<file path="config.mk">
export PLATFORM = sky130hd
export DESIGN_NAME = axi_burst_reader
export DESIGN_NICKNAME = d
export VERILOG_FILES = /design/src/rtl/axi_burst_reader.sv
export SDC_FILE = /design/constraint.sdc
export NUM_CORES = 1
export LEC_CHECK = 0
export CAP_MARGIN = 20
export CORE_AREA = 2 2 122 124
export CTS_BUF_LIST = sky130_fd_sc_hd__clkbuf_4
export DETAILED_ROUTE_END_ITERATION = 8
export DIE_AREA = 0 0 124 126
export DONT_BUFFER_PORTS = 1
export PLACE_DENSITY_LB_ADDON = 0.1
export SLEW_MARGIN = 20
export SYNTH_ARGS = -nofsm -noshare
export SYNTH_HDL_FRONTEND = slang
export SYNTH_SLANG_ARGS = --single-unit
</file>
<file path="constraint.sdc">
create_clock -name ACLK -period 4.19 [get_ports ACLK]
set_clock_uncertainty 0.1 [all_clocks]
set_input_delay 0.2095 -clock ACLK [delete_from_list [all_inputs] [get_ports ACLK]]
set_output_delay 0.2095 -clock ACLK [all_outputs]
set_load 0.05 [all_outputs]
</file>
<file path="src/rtl/axi_burst_reader.sv">
// AXI4 read initiator: splits a linear beat range into INCR bursts
// (4 KB safe, one outstanding) and streams the data out on ready/valid.
module axi_burst_reader #(
  parameter int ID_WD     = 3,
  parameter int ADDR_WD   = 32,
  parameter int DATA_WD   = 64,
  parameter int LEN_WD    = 8,
  parameter int CNT_WD    = 16,
  parameter int MAX_BURST = 16,
  parameter int ARID_VAL  = 0
) (
  input  logic               ACLK,
  input  logic               ARESET,
  input  logic               start,
  input  logic [ADDR_WD-1:0] start_addr,
  input  logic [CNT_WD-1:0]  num_beats,
  output logic               busy,
  output logic               done,
  output logic               err,
  output logic               out_valid,
  input  logic               out_ready,
  output logic [DATA_WD-1:0] out_data,
  output logic               out_last,
  output logic [ID_WD-1:0]   ARID,
  output logic [ADDR_WD-1:0] ARADDR,
  output logic [LEN_WD-1:0]  ARLEN,
  output logic [2:0]         ARSIZE,
  output logic [1:0]         ARBURST,
  output logic               ARVALID,
  input  logic               ARREADY,
  input  logic [ID_WD-1:0]   RID,
  input  logic [DATA_WD-1:0] RDATA,
  input  logic [1:0]         RRESP,
  input  logic               RLAST,
  input  logic               RVALID,
  output logic               RREADY
);

  localparam int ADDR_LSB = $clog2(DATA_WD / 8);
  localparam logic [ADDR_WD-1:0] LSB_MASK =
    ADDR_WD'((1 << ADDR_LSB) - 1);

  typedef enum logic [1:0] {
    IDLE,
    REQ,
    DATA,
    DONE
  } state_t;

  state_t state;

  logic [ADDR_WD-1:0] addr;
  logic [ADDR_WD-1:0] addr_nxt;
  logic [ADDR_WD-1:0] start_al;
  logic [CNT_WD-1:0]  rem;
  logic [LEN_WD:0]    bl;
  logic [LEN_WD:0]    bl_nxt;
  logic [LEN_WD:0]    bl_start;
  logic [LEN_WD-1:0]  bcnt;
  logic               in_data;
  logic               beat;
  logic               bend;
  logic               bad;

  // Burst length limited by remaining beats, MAX_BURST and the 4 KB page.
  function automatic logic [LEN_WD:0] blen_f(
    input logic [11:0]       off,
    input logic [CNT_WD-1:0] r
  );
    logic [31:0] b;
    logic [31:0] pg;
    b = 32'(r);
    if (b > 32'(MAX_BURST))
      b = 32'(MAX_BURST);
    pg = (32'd4096 - {20'd0, off}) >> ADDR_LSB;
    if (pg < b)
      b = pg;
    return b[LEN_WD:0];
  endfunction

  assign ARID    = ID_WD'(ARID_VAL);
  assign ARSIZE  = 3'(ADDR_LSB);
  assign ARBURST = 2'b01;

  assign in_data   = (state == DATA);
  assign RREADY    = in_data & out_ready;
  assign out_valid = in_data & RVALID;
  assign out_data  = RDATA;
  assign bend      = (bcnt == ARLEN);
  assign out_last  = out_valid & bend & (rem == '0);
  assign beat      = RVALID & RREADY;
  assign bad       = (RRESP != 2'b00) | (RID != ARID) | (RLAST != bend);

  assign start_al = start_addr & ~LSB_MASK;
  assign bl_start = blen_f(start_al[11:0], num_beats);
  assign addr_nxt = addr + (ADDR_WD'(bl) << ADDR_LSB);
  assign bl_nxt   = blen_f(addr_nxt[11:0], rem);

  always_ff @(posedge ACLK) begin
    if (ARESET) begin
      state   <= IDLE;
      busy    <= 1'b0;
      done    <= 1'b0;
      err     <= 1'b0;
      ARVALID <= 1'b0;
      ARADDR  <= '0;
      ARLEN   <= '0;
      addr    <= '0;
      rem     <= '0;
      bl      <= '0;
      bcnt    <= '0;
    end else begin
      done <= 1'b0;
      unique case (state)
        IDLE: begin
          if (start) begin
            addr <= start_al;
            rem  <= num_beats;
            err  <= 1'b0;
            busy <= 1'b1;
            if (num_beats == '0) begin
              state <= DONE;
              done  <= 1'b1;
            end else begin
              state   <= REQ;
              ARVALID <= 1'b1;
              ARADDR  <= start_al;
              ARLEN   <= LEN_WD'(bl_start - 1'b1);
              bl      <= bl_start;
            end
          end
        end
        REQ: begin
          if (ARREADY) begin
            ARVALID <= 1'b0;
            rem     <= rem - CNT_WD'(bl);
            bcnt    <= '0;
            state   <= DATA;
          end
        end
        DATA: begin
          if (beat) begin
            if (bad)
              err <= 1'b1;
            bcnt <= bcnt + 1'b1;
            // Burst end comes from the beat counter, never from RLAST.
            if (bend) begin
              if (rem == '0) begin
                state <= DONE;
                done  <= 1'b1;
              end else begin
                addr    <= addr_nxt;
                ARADDR  <= addr_nxt;
                ARLEN   <= LEN_WD'(bl_nxt - 1'b1);
                bl      <= bl_nxt;
                ARVALID <= 1'b1;
                state   <= REQ;
              end
            end
          end
        end
        DONE: begin
          busy  <= 1'b0;
          state <= IDLE;
        end
        default: state <= IDLE;
      endcase
    end
  end

endmodule
</file>
==> out/metrics.cfg, run 1 <==
[synthesis]
netlist_area_um2 = 7880
synthSimpleGateAreaFrac_pct = 22.6
synthDistinctLibCells = 93
yosys_warnings = 0
synth-seq-cells = 111
synth_edf_count = 0
synthTopCellsByArea = dfxtp_1, buf_4, ha_1
synth_seq_area_share_pct = 28.2
synthCells = 984
muxShareOfSynthArea_pct = 0.651
async_reset_ff_share_pct = 0
synth-compound-area-share_pct = 25.0
yosysTopAreaCellShare_pct = 28.2
yosys.area.top_type = dfxtp_1
synth_top_family_by_area = compound AO/OA/AOI/OAI gates
synthAdderAreaFrac_pct = 6.70
synth.avg_cell_area_um2 = 8.01
synth_xor_area_share_pct = 5.72
ys.flop_type = dfxtp_1

[run]
maxCapViolCount = 0

[layout]
drive_gt1_share_pct = 16.3
final_cell_mix = nor2_1, dfxtp_1, dlygate4sd3_1
num-nets-final = 1206
n_antenna_cell = 0
final_common_cell = nor2_1
syn_to_final_growth_pct = 16.7
post-route-util_pct = 64.2

[cts]
clock_latency_ns = 0.50
clockBufferDepth = 2
path_clk_slew_ns = 0.18
ctsRootBufferMaster = clkbuf_4
cts_tree = done
cts_buffers = 9
clock_sinks = 111
cts_max_level = 3

[route]
dr.pass1.iters = 8
drt.antenna.violating_nets = 0
num_vias = 7477
drt-initial-drc-count = 509
route.detailed.drc = 0
drt-total-wl_mm = 23.7
viasPerCell = 6.08
wire_per_inst_um = 19.3

[floorplanning]
start_util_pct = 55.1
dieWidth_um = 124
rows = 44
die_area_um2 = 15600
io_pins = 243
die_h_um = 126
core_um2 = 14300

[sta]
fin_crit_ns = 4.53
hold_viol_final = 0
max_slew.worst_pin.slew_ns = 1.04
setup_viol = 9
holdWs_ns = 0.00676
slew-limit-headroom_pct = 30.2
fmax_mhz = 221
timing.final.ws_setup_ns = -0.343
fin_crit_sh_pct = 108
finalSetupTns_ns = -1.90
rsz0062_at_grt = true
drv_slew = 0

[worst_setup_path]
cp_slowest_cell = dfxtp_2
reg2reg_depth = 21
cp_slowest_stage_delay_ns = 0.38
cp.depth = 21
crit_type = flop to flop
cp.arrival_ns = 4.87
critPathTopFamily = compound AO/OA/AOI/OAI gates
cp.required_ns = 4.52
cp_max_fo = 4
crit_chain = ha_4 > inv_2 > fa_2 > nor2b_4 > o31a_4 > o31a_4 > o21a_4 > o21a_4 > nor2_4 > xnor2_2 > ha_1 > a41o_1 > a221oi_2 > o21ai_2 > nor2_2 > buf_4 > o211ai_1 > and2_4 > nor4_4 > nand4_1 > a31oi_1
end_kind = flop
start_kind = flop
critPathBufInv = 2

[global_routing]
grt_start_max_net_pins = 52
grt_usage_pct = 29.9
grt_pass1_vias = 7294
antenna_found_initial = 0
grt_overflow = 0
grt_first_pass_wirelength_mm = 36.5

[power]
powerDensity_nw_per_um2 = 397
vdd_drop_max_uv = 239
p_leak_nw = 3.64

[place]
gp_congestion = 0.991
io_buffers = 0
hpwlAfterDp_mm = 16.4

[hold_path]
min_path_cells = 3
hold_class = input pin to flop

[run_status]
status = complete, but fails checks
violations = negative setup slack

-- metal layers --
layer	routed length, um	vias up	GRT usage [%]
met1	10000	3592	37.6
met5	0	-	0
met2	11600	246	50.0
met4	554	0	9.91
li1	-	3586	-
met3	1540	53	6.93
-- final timing paths --
check / end / start / slack (ns)
hold reg to reg: rem[15] / rem[15] / 0.43
hold / removal: bl[8] / start_addr[11] / 0.007
setup reg to reg: ARLEN[7] / bl[0] / -0.34
setup / recovery: ARLEN[7] / bl[0] / -0.34
-- synth_stat cells (5+ instances only) --
master     count
nand2_1       76
and3_1        10
xor2_1        16
a21boi_0       5
nor4_1        12
o31ai_1       13
o22ai_1        5
inv_1         25
buf_4         72
or3_1         10
and2_1        14
clkbuf_1      33
xnor2_1       31
a211oi_1      35
buf_2         11
o211ai_1       8
nor2_1       114
nor2b_1        8
a22oi_1        7
nand3b_1       5
o21a_1        12
dfxtp_1      111
a22o_1        10
nand2b_1       7
a31oi_1        7
o21ai_0       41
o2111ai_1      6
nand3_1       23
nand4_1       14
nor3_1        29
a21oi_1       58
ha_1          39
a21o_1        13
-- through the flow --
stage          setup WS [ns]  instances  total power, mW  area [um^2]
2_1_floorplan         0.0408       1000             2.60         7960
3_3_place_gp          -0.362       1120             2.80         7880
3_5_place_dp          -0.460       1120             2.84         7880
4_1_cts               -0.286       1225             3.52         8980
5_1_grt               -0.586       1230             3.86         9190
6_report              -0.343       1230             3.65         9190
-- sequential cells by signal, summed over array words and instances, names as in the netlist --
| register | count |
|---|---|
| state | 2 |
| rem | 16 |
| ARLEN | 8 |
| addr | 32 |
| ARADDR | 32 |
| bl | 9 |
| ARVALID | 1 |
| done | 1 |
| bcnt | 8 |
| err | 1 |
| busy | 1 |
-- power by group --
group	switching (mW)	internal (mW)
logic	0.907	0.777
registers	0.268	1.18
clock network	0.397	0.125
total	1.57	2.08
-- logic make-up after synthesis --
| kind of cell | count (synthesis) |
|---|---|
| xor+xnor | 49 |
| mux | 5 |
| other cells | 2 |
| fa+ha+maj | 41 |
| compound gates | 275 |
| buf+inv | 149 |
| simple gates | 352 |
| flops | 111 |
-- what timing repair did --
item / in CTS / in global routing
pin swaps: 18 / 25
endpoints found under the setup margin: 15 / 17
endpoints found under the hold margin: 101 / 0
setup buffers: 6 / 5
resized for setup: 24 / 38
hold buffers: 83 / 0
-- worst reg2reg max path, cell delays in order, from the launching register on --
cell      delay [ns]
dfxtp_2         0.38
ha_4            0.16
inv_2           0.05
fa_2            0.25
nor2b_4         0.06
o31a_4          0.28
o31a_4          0.30
o21a_4          0.22
o21a_4          0.21
nor2_4          0.11
xnor2_2         0.13
ha_1            0.28
a41o_1          0.20
a221oi_2        0.33
o21ai_2         0.12
nor2_2          0.14
buf_4           0.13
o211ai_1        0.09
and2_4          0.23
nor4_4          0.34
nand4_1         0.18
a31oi_1         0.19
-- cell type report --
class / count / area, um^2
fill: 1273 / 5120
inverter: 26 / 97.6
clock buffer: 9 / 67.6
timing repair buffer: 153 / 1390
tap: 184 / 230
clock inverter: 7 / 47.5
sequential: 111 / 2230
multi-input combinational: 740 / 5130
Note: power is estimated with default switching activity, not from simulation.
==> inputs of run 2 (changes only) <==
--- a/config.mk
+++ b/config.mk
@@ -8,10 +8,11 @@
 export CAP_MARGIN = 20
 export CORE_AREA = 2 2 122 124
 export CTS_BUF_LIST = sky130_fd_sc_hd__clkbuf_4
+export CTS_CLUSTER_DIAMETER = 30
 export DETAILED_ROUTE_END_ITERATION = 8
 export DIE_AREA = 0 0 124 126
 export DONT_BUFFER_PORTS = 1
-export PLACE_DENSITY_LB_ADDON = 0.1
+export PLACE_DENSITY = 0.73
 export SLEW_MARGIN = 20
 export SYNTH_ARGS = -nofsm -noshare
 export SYNTH_HDL_FRONTEND = slang
==> out/metrics.cfg, run 2 (synthesized netlist as in run 1, its figures left out) <==
[worst_setup_path]
end_kind = flop
cp_max_fo = 4  ; unchanged
cp.required_ns = 4.52  ; about the same
start_kind = flop
reg2reg_from = addr[3]
critical_path.startpoint = addr[3]
crit_type = flop to flop
cp.arrival_ns = 4.80  ; -0.07 ns
cp_slowest_cell = dfxtp_2
cp_common_cell = o31a_4
crit_chain = ha_4 > inv_2 > fa_2 > nor2b_4 > o31a_4 > o31a_4 > o21a_4 > o21a_1 > nor2_4 > xnor2_2 > ha_1 > a41o_1 > a221oi_2 > o21ai_1 > nor2_1 > buf_4 > o211ai_1 > and2_4 > nor4_4 > a311o_1 > a31oi_1
reg2reg_depth = 21  ; unchanged
cp_slowest_stage_delay_ns = 0.37  ; about the same

[global_routing]
grt_overflow = 0  ; unchanged
grt_start_max_net_pins = 86  ; +65%
busiest_layer = met2
antenna_found_initial = 0  ; unchanged
met1_usage_pct = 37.2  ; -0.40 points
grt_usage_pct = 28.3  ; -1.6 points
grtUsageMet3_pct = 6.93  ; unchanged
grt_first_pass_wirelength_mm = 34.7  ; -4.9%
met2_usage_pct = 45.8  ; -4.2 points
grt_pass1_vias = 6859  ; -6.0%

[power]
p_leak_nw = 3.43  ; -5.8%
vdd_drop_max_uv = 289  ; +21%
powerDensity_nw_per_um2 = 408  ; +2.7%

[cts]
clock_sinks = 111  ; unchanged
cts_max_level = 3  ; unchanged
cts_tree = done
clockBufferDepth = 2  ; unchanged
ctsRootBufferMaster = clkbuf_4
path_clk_slew_ns = 0.20  ; +0.02 ns
clock_latency_ns = 0.52  ; +0.02 ns
cts_buffers = 9  ; unchanged

[run_status]
violations = negative setup slack
status = complete, but fails checks

[place]
hpwlAfterDp_mm = 15.8  ; -4.0%
gp_congestion = 0.967  ; -2.4%
io_buffers = 0  ; unchanged
placed_cell_area_um2 = 7900  ; +0.19%
dp.cells = 1122  ; +0.18%

[route]
wire_per_inst_um = 18.4  ; -4.5%
drt-initial-drc-count = 588  ; +16%
drt.antenna.violating_nets = 0  ; unchanged
num_vias = 7304  ; -2.3%
viasPerCell = 6.07  ; -0.20%
drt-total-wl_mm = 22.2  ; -6.5%
route.detailed.drc = 0  ; unchanged
dr.pass1.iters = 6  ; -2

[layout]
final_common_cell = nor2_1
reg_top3 = ARADDR x32, addr x32, rem x16
drive_gt1_share_pct = 16.1  ; -0.27 points
fin_area_um2 = 8900  ; -3.1%
num-nets-final = 1180  ; -2.2%
syn_to_final_growth_pct = 13.0
n_antenna_cell = 0  ; unchanged
post-route-util_pct = 62.2  ; -2.0 points
final_cell_mix = nor2_1, dfxtp_1, nand2_1
instances_no_fill = 1204  ; -2.1%

[floorplanning]
start_util_pct = 55.1  ; unchanged
core_um2 = 14300  ; unchanged
die_area_um2 = 15600  ; unchanged
rows = 44  ; unchanged
die_h_um = 126  ; unchanged
io_pins = 243  ; unchanged
dieWidth_um = 124  ; unchanged

[sta]
fin_crit_ns = 4.48  ; -0.0579 ns
timing.final.ws_setup_ns = -0.285  ; +0.0579 ns
slew-limit-headroom_pct = 30.7  ; +0.50 points
hold_viol_final = 0  ; unchanged
fin_crit_sh_pct = 107  ; -1.4 points
setup_viol = 10  ; +1
fmax_mhz = 223  ; +1.3%
max_slew.worst_pin.slew_ns = 1.04  ; -0.00750 ns
drv_slew = 0  ; unchanged
rsz0062_at_grt = true

[hold_path]
min_path_cells = 3  ; unchanged
min-delay-start = start_addr[11]
hold_class = input pin to flop

[run]
maxCapViolCount = 0  ; unchanged

-- run 2: cell count changes in the layout (fill, tap and decap cells not counted), moves of 3 or more --
cell	before	now
clkinv_2	3	0
a211oi_2	6	2
dlygate4sd3_1	82	55
buf_4	63	66
a211oi_1	30	34
-- run 2: timing repair --
action                                  4_1_cts  5_1_grt
endpoints found under the setup margin       14       16
hold buffers                                 56        0
gates resized for setup                      15       29
gates cloned                                  0        0
pin swaps                                    20       10
setup buffers                                 6        4
endpoints found under the hold margin       103        0
-- run 2: worst max-delay path, delay by kind of cell (launching register included) --
kind | cells | cell delay [ns]
buffers and inverters | 2 | 0.19
AOI/OAI and AO/OA | 10 | 2.00
DFF | 1 | 0.37
adders and majority gates | 3 | 0.69
xor gates and xnor gates | 1 | 0.13
and+or+nand+nor | 5 | 0.93
-- run 2: worst paths after layout --
path               to  slack [ns]
min reg2reg   addr[8]        0.42
min             bl[8]        0.03
max          ARLEN[7]       -0.29
max reg2reg  ARLEN[7]       -0.29
-- run 2: through the flow --
stage / hold WS, ns / setup WS (ns) / setup TNS, ns / power (mW)
final: 0.0270 / -0.285 / -1.55 / 3.63
after global routing: 0.000635 / -0.488 / -3.64 / 3.84
after CTS: 0.00672 / -0.231 / -1.18 / 3.52
after detailed placement: 0.188 / -0.508 / -3.39 / 2.82
after global placement: 0.187 / -0.347 / -1.93 / 2.79
after floorplan: 0.268 / 0.0408 / 0 / 2.60
-- run 2: power breakdown --
group	total (mW)	switching, mW	internal [mW]
registers	1.45	0.276	1.18
logic	1.58	0.860	0.720
clock network	0.601	0.406	0.194
total	3.63	1.54	2.09
-- run 2: area by class of cell --
type                    count  area [um^2]
clock buffers               9         67.6
inverters                  26         97.6
multi-input cells         740         5060
fillers                  1261         5410
clock inverters             7         90.1
well taps                 184          230
repair buffers            127         1130
flip-flops and latches    111         2230
-- run 2: per-layer routing --
layer | wire [um] | share of wire, %
met5 | 0 | 0
met4 | 480 | 2.2
met3 | 1490 | 6.7
met2 | 10600 | 48
met1 | 9640 | 43
==> inputs of run 3 (changes only) <==
--- a/config.mk
+++ b/config.mk
@@ -12,7 +12,7 @@
 export DETAILED_ROUTE_END_ITERATION = 8
 export DIE_AREA = 0 0 124 126
 export DONT_BUFFER_PORTS = 1
-export PLACE_DENSITY = 0.73
+export PLACE_DENSITY = 0.71
 export SLEW_MARGIN = 20
 export SYNTH_ARGS = -nofsm -noshare
 export SYNTH_HDL_FRONTEND = slang
==> constraint.sdc (replaced) <==
create_clock -name ACLK -period 4.8 [get_ports ACLK]
set_clock_uncertainty 0.1 [all_clocks]
set_input_delay 0.24 -clock ACLK [delete_from_list [all_inputs] [get_ports ACLK]]
set_output_delay 0.24 -clock ACLK [all_outputs]
set_load 0.05 [all_outputs]
==> out/metrics.cfg, run 3 (synthesized netlist as in run 1, its figures left out) <==
[run_status]
status = completed

[route]
route.detailed.drc = 0  ; unchanged
dr.pass1.iters = 5  ; -1
num_vias = 7071  ; -3.2%
drt.antenna.violating_nets = 0  ; unchanged
wire_per_inst_um = 18.4  ; about the same
drt-initial-drc-count = 520  ; -12%
drt-total-wl_mm = 21.4  ; -3.7%
viasPerCell = 6.10  ; +0.48%

[place]
io_buffers = 0  ; unchanged
dp.cells = 1094  ; -2.5%
placed_cell_area_um2 = 7660  ; -3.0%
place_ws_ns = -0.108  ; +0.400 ns
hpwlAfterDp_mm = 15.0  ; -4.7%
gp_congestion = 0.936  ; -3.2%

[cts]
clockBufferDepth = 2  ; unchanged
cts_max_level = 3  ; unchanged
clock_sinks = 111  ; unchanged
ctsRootBufferMaster = clkbuf_4
path_clk_slew_ns = 0.18  ; -0.02 ns
clock_latency_ns = 0.48  ; -0.04 ns
cts_tree = done
cts_buffers = 9  ; unchanged

[sta]
slew-limit-headroom_pct = 34.0  ; +3.3 points
timing.final.ws_setup_ns = 0.181  ; +0.466 ns
setup_viol = 0  ; -10
drv_slew = 0  ; unchanged
max_slew.worst_pin.slew_ns = 0.986  ; -0.0493 ns
fin_crit_ns = 4.62  ; +0.144 ns
fin_crit_sh_pct = 96.2  ; -11 points
fmax_mhz = 216  ; -3.1%
hold_viol_final = 0  ; unchanged

[floorplanning]
dieWidth_um = 124  ; unchanged
core_um2 = 14300  ; unchanged
die_area_um2 = 15600  ; unchanged
die_h_um = 126  ; unchanged
start_util_pct = 55.1  ; unchanged
rows = 44  ; unchanged
io_pins = 243  ; unchanged

[global_routing]
antenna_found_initial = 1  ; +1
grt_start_max_net_pins = 83  ; -3.5%
grt_overflow = 0  ; unchanged
grt_pass1_vias = 6687  ; -2.5%
grt_usage_pct = 27.2  ; -1.1 points
met1_usage_pct = 37.7  ; +0.52 points
grtUsageMet3_pct = 5.62  ; -1.3 points
met2_usage_pct = 43.4  ; -2.5 points
busiest_layer = met2
grt_first_pass_wirelength_mm = 34.2  ; -1.6%

[power]
p_sw_mw = 1.32  ; -14%
powerDensity_nw_per_um2 = 357  ; -12%
power_frac_clock_pct = 15.3  ; -1.2 points
p_seq_share_pct = 42.6  ; +2.6 points
p_sw_share_pct = 43.5  ; +1.1 points
comb_power_share_pct = 42.1  ; -1.4 points
p_leak_nw = 3.19  ; -7.0%
vdd_drop_max_uv = 214  ; -26%
intPower_mw = 1.72  ; -18%

[layout]
drive_gt1_share_pct = 12.7  ; -3.4 points
final_common_cell = nor2_1
nFillCells = 1308  ; +3.7%
fin_area_um2 = 8500  ; -4.6%
reg_top3 = ARADDR x32, addr x32, rem x16
num-nets-final = 1135  ; -3.8%
multiInputGateArea_um2 = 5060  ; about the same
instances_no_fill = 1160  ; -3.7%
final_cell_mix = nor2_1, dfxtp_1, nand2_1
regArea_um2 = 2230  ; about the same
syn_to_final_growth_pct = 7.84

[worst_setup_path]
crit_type = flop to flop
end_kind = flop
crit_chain = ha_4 > inv_2 > fa_2 > xor2_2 > and3_4 > o21ai_4 > a211oi_4 > and2b_4 > nor2b_4 > xnor2_2 > ha_1 > a41o_1 > a221oi_2 > buf_4 > o21ai_4 > o211ai_1 > o21ai_1 > a21oi_2 > or3b_4 > xnor2_2 > a22o_1
cp.required_ns = 5.10  ; +0.58 ns
cp_slowest_stage_delay_ns = 0.43  ; +0.06 ns
cp_max_fo = 3  ; -1
critPathBufInv = 2  ; unchanged
cp.arrival_ns = 4.92  ; +0.12 ns
critPathTopFamily = compound AO/OA/AOI/OAI gates
cp_slowest_cell = fa_2
start_kind = flop

[hold_path]
hold_class = input pin to flop

[run]
maxCapViolCount = 0  ; unchanged

run 3: cell count changes in the layout (fill, tap and decap cells not counted), sizes merged:
cell	delta
buf	-35
clkinv	+1
clkinvlp	-1
dlygate4sd3	-10
inv	+1
bufinv	-1
diode	+1
run 3: power groups by stage:
| stage | registers, mW | logic (mW) | clock network, mW |
|---|---|---|---|
| finish | 1.29 | 1.28 | 0.464 |
| detailed placement | 1.31 | 1.09 | 0 |
| CTS | 1.29 | 1.15 | 0.470 |
| global placement | 1.31 | 1.07 | 0 |
| global route | 1.31 | 1.41 | 0.504 |
| floorplan | 1.27 | 0.993 | 0 |
run 3: routing by layer:
layer | part of all wire (%) | up-vias
met1 | 44 | 3324
met2 | 47 | 264
met4 | 2.3 | 0
met3 | 7.1 | 42
met5 | 0 | -
li1 | - | 3441
run 3: worst paths after layout:
path	startpoint	to	cells past startpoint	slack, ns
worst min register to register	addr[13]	addr[13]	2	0.41
worst min-delay path	start_addr[18]	ARADDR[18]	3	0.006
worst max register to register	bl[0]	ARLEN[3]	21	0.18
worst max-delay path	bl[0]	ARLEN[3]	21	0.18
run 3: final cells by class:
class / count / area share (%)
inverter: 26 / 1.15
antenna: 1 / 0.0294
sequential: 111 / 26.2
clock buffer: 9 / 0.795
multi-input combinational: 740 / 59.5
timing repair buffer: 82 / 8.85
tap: 184 / 2.71
clock inverter: 7 / 0.736
run 3: timing repair:
item	CTS	global route
gates resized for setup	4	36
hold buffers	46	0
hold endpoints to repair	93	0
endpoints found under the setup margin	6	8
pin swaps	1	22
setup buffers	1	2
run 3: worst register-to-register path: stages (launching register included):
cell	delay, ns
dfxtp_2	0.39
ha_4	0.15
inv_2	0.04
fa_2	0.43
xor2_2	0.20
and3_4	0.22
o21ai_4	0.07
a211oi_4	0.24
and2b_4	0.19
nor2b_4	0.16
xnor2_2	0.13
ha_1	0.28
a41o_1	0.20
a221oi_2	0.29
buf_4	0.19
o21ai_4	0.07
o211ai_1	0.18
o21ai_1	0.11
a21oi_2	0.20
or3b_4	0.42
xnor2_2	0.13
a22o_1	0.17
run 3: metrics by stage:
stage,hold WS [ns],setup TNS (ns),utilization (%),power [mW]
2_1_floorplan,0.299,0,-,2.26
4_1_cts,0.00124,0,57.9,2.91
6_report,0.00605,0,59.4,3.04
5_1_grt,0.00824,-0.0628,59.4,3.22
3_3_place_gp,0.217,0,53.5,2.38
3_5_place_dp,0.220,-0.380,53.5,2.40
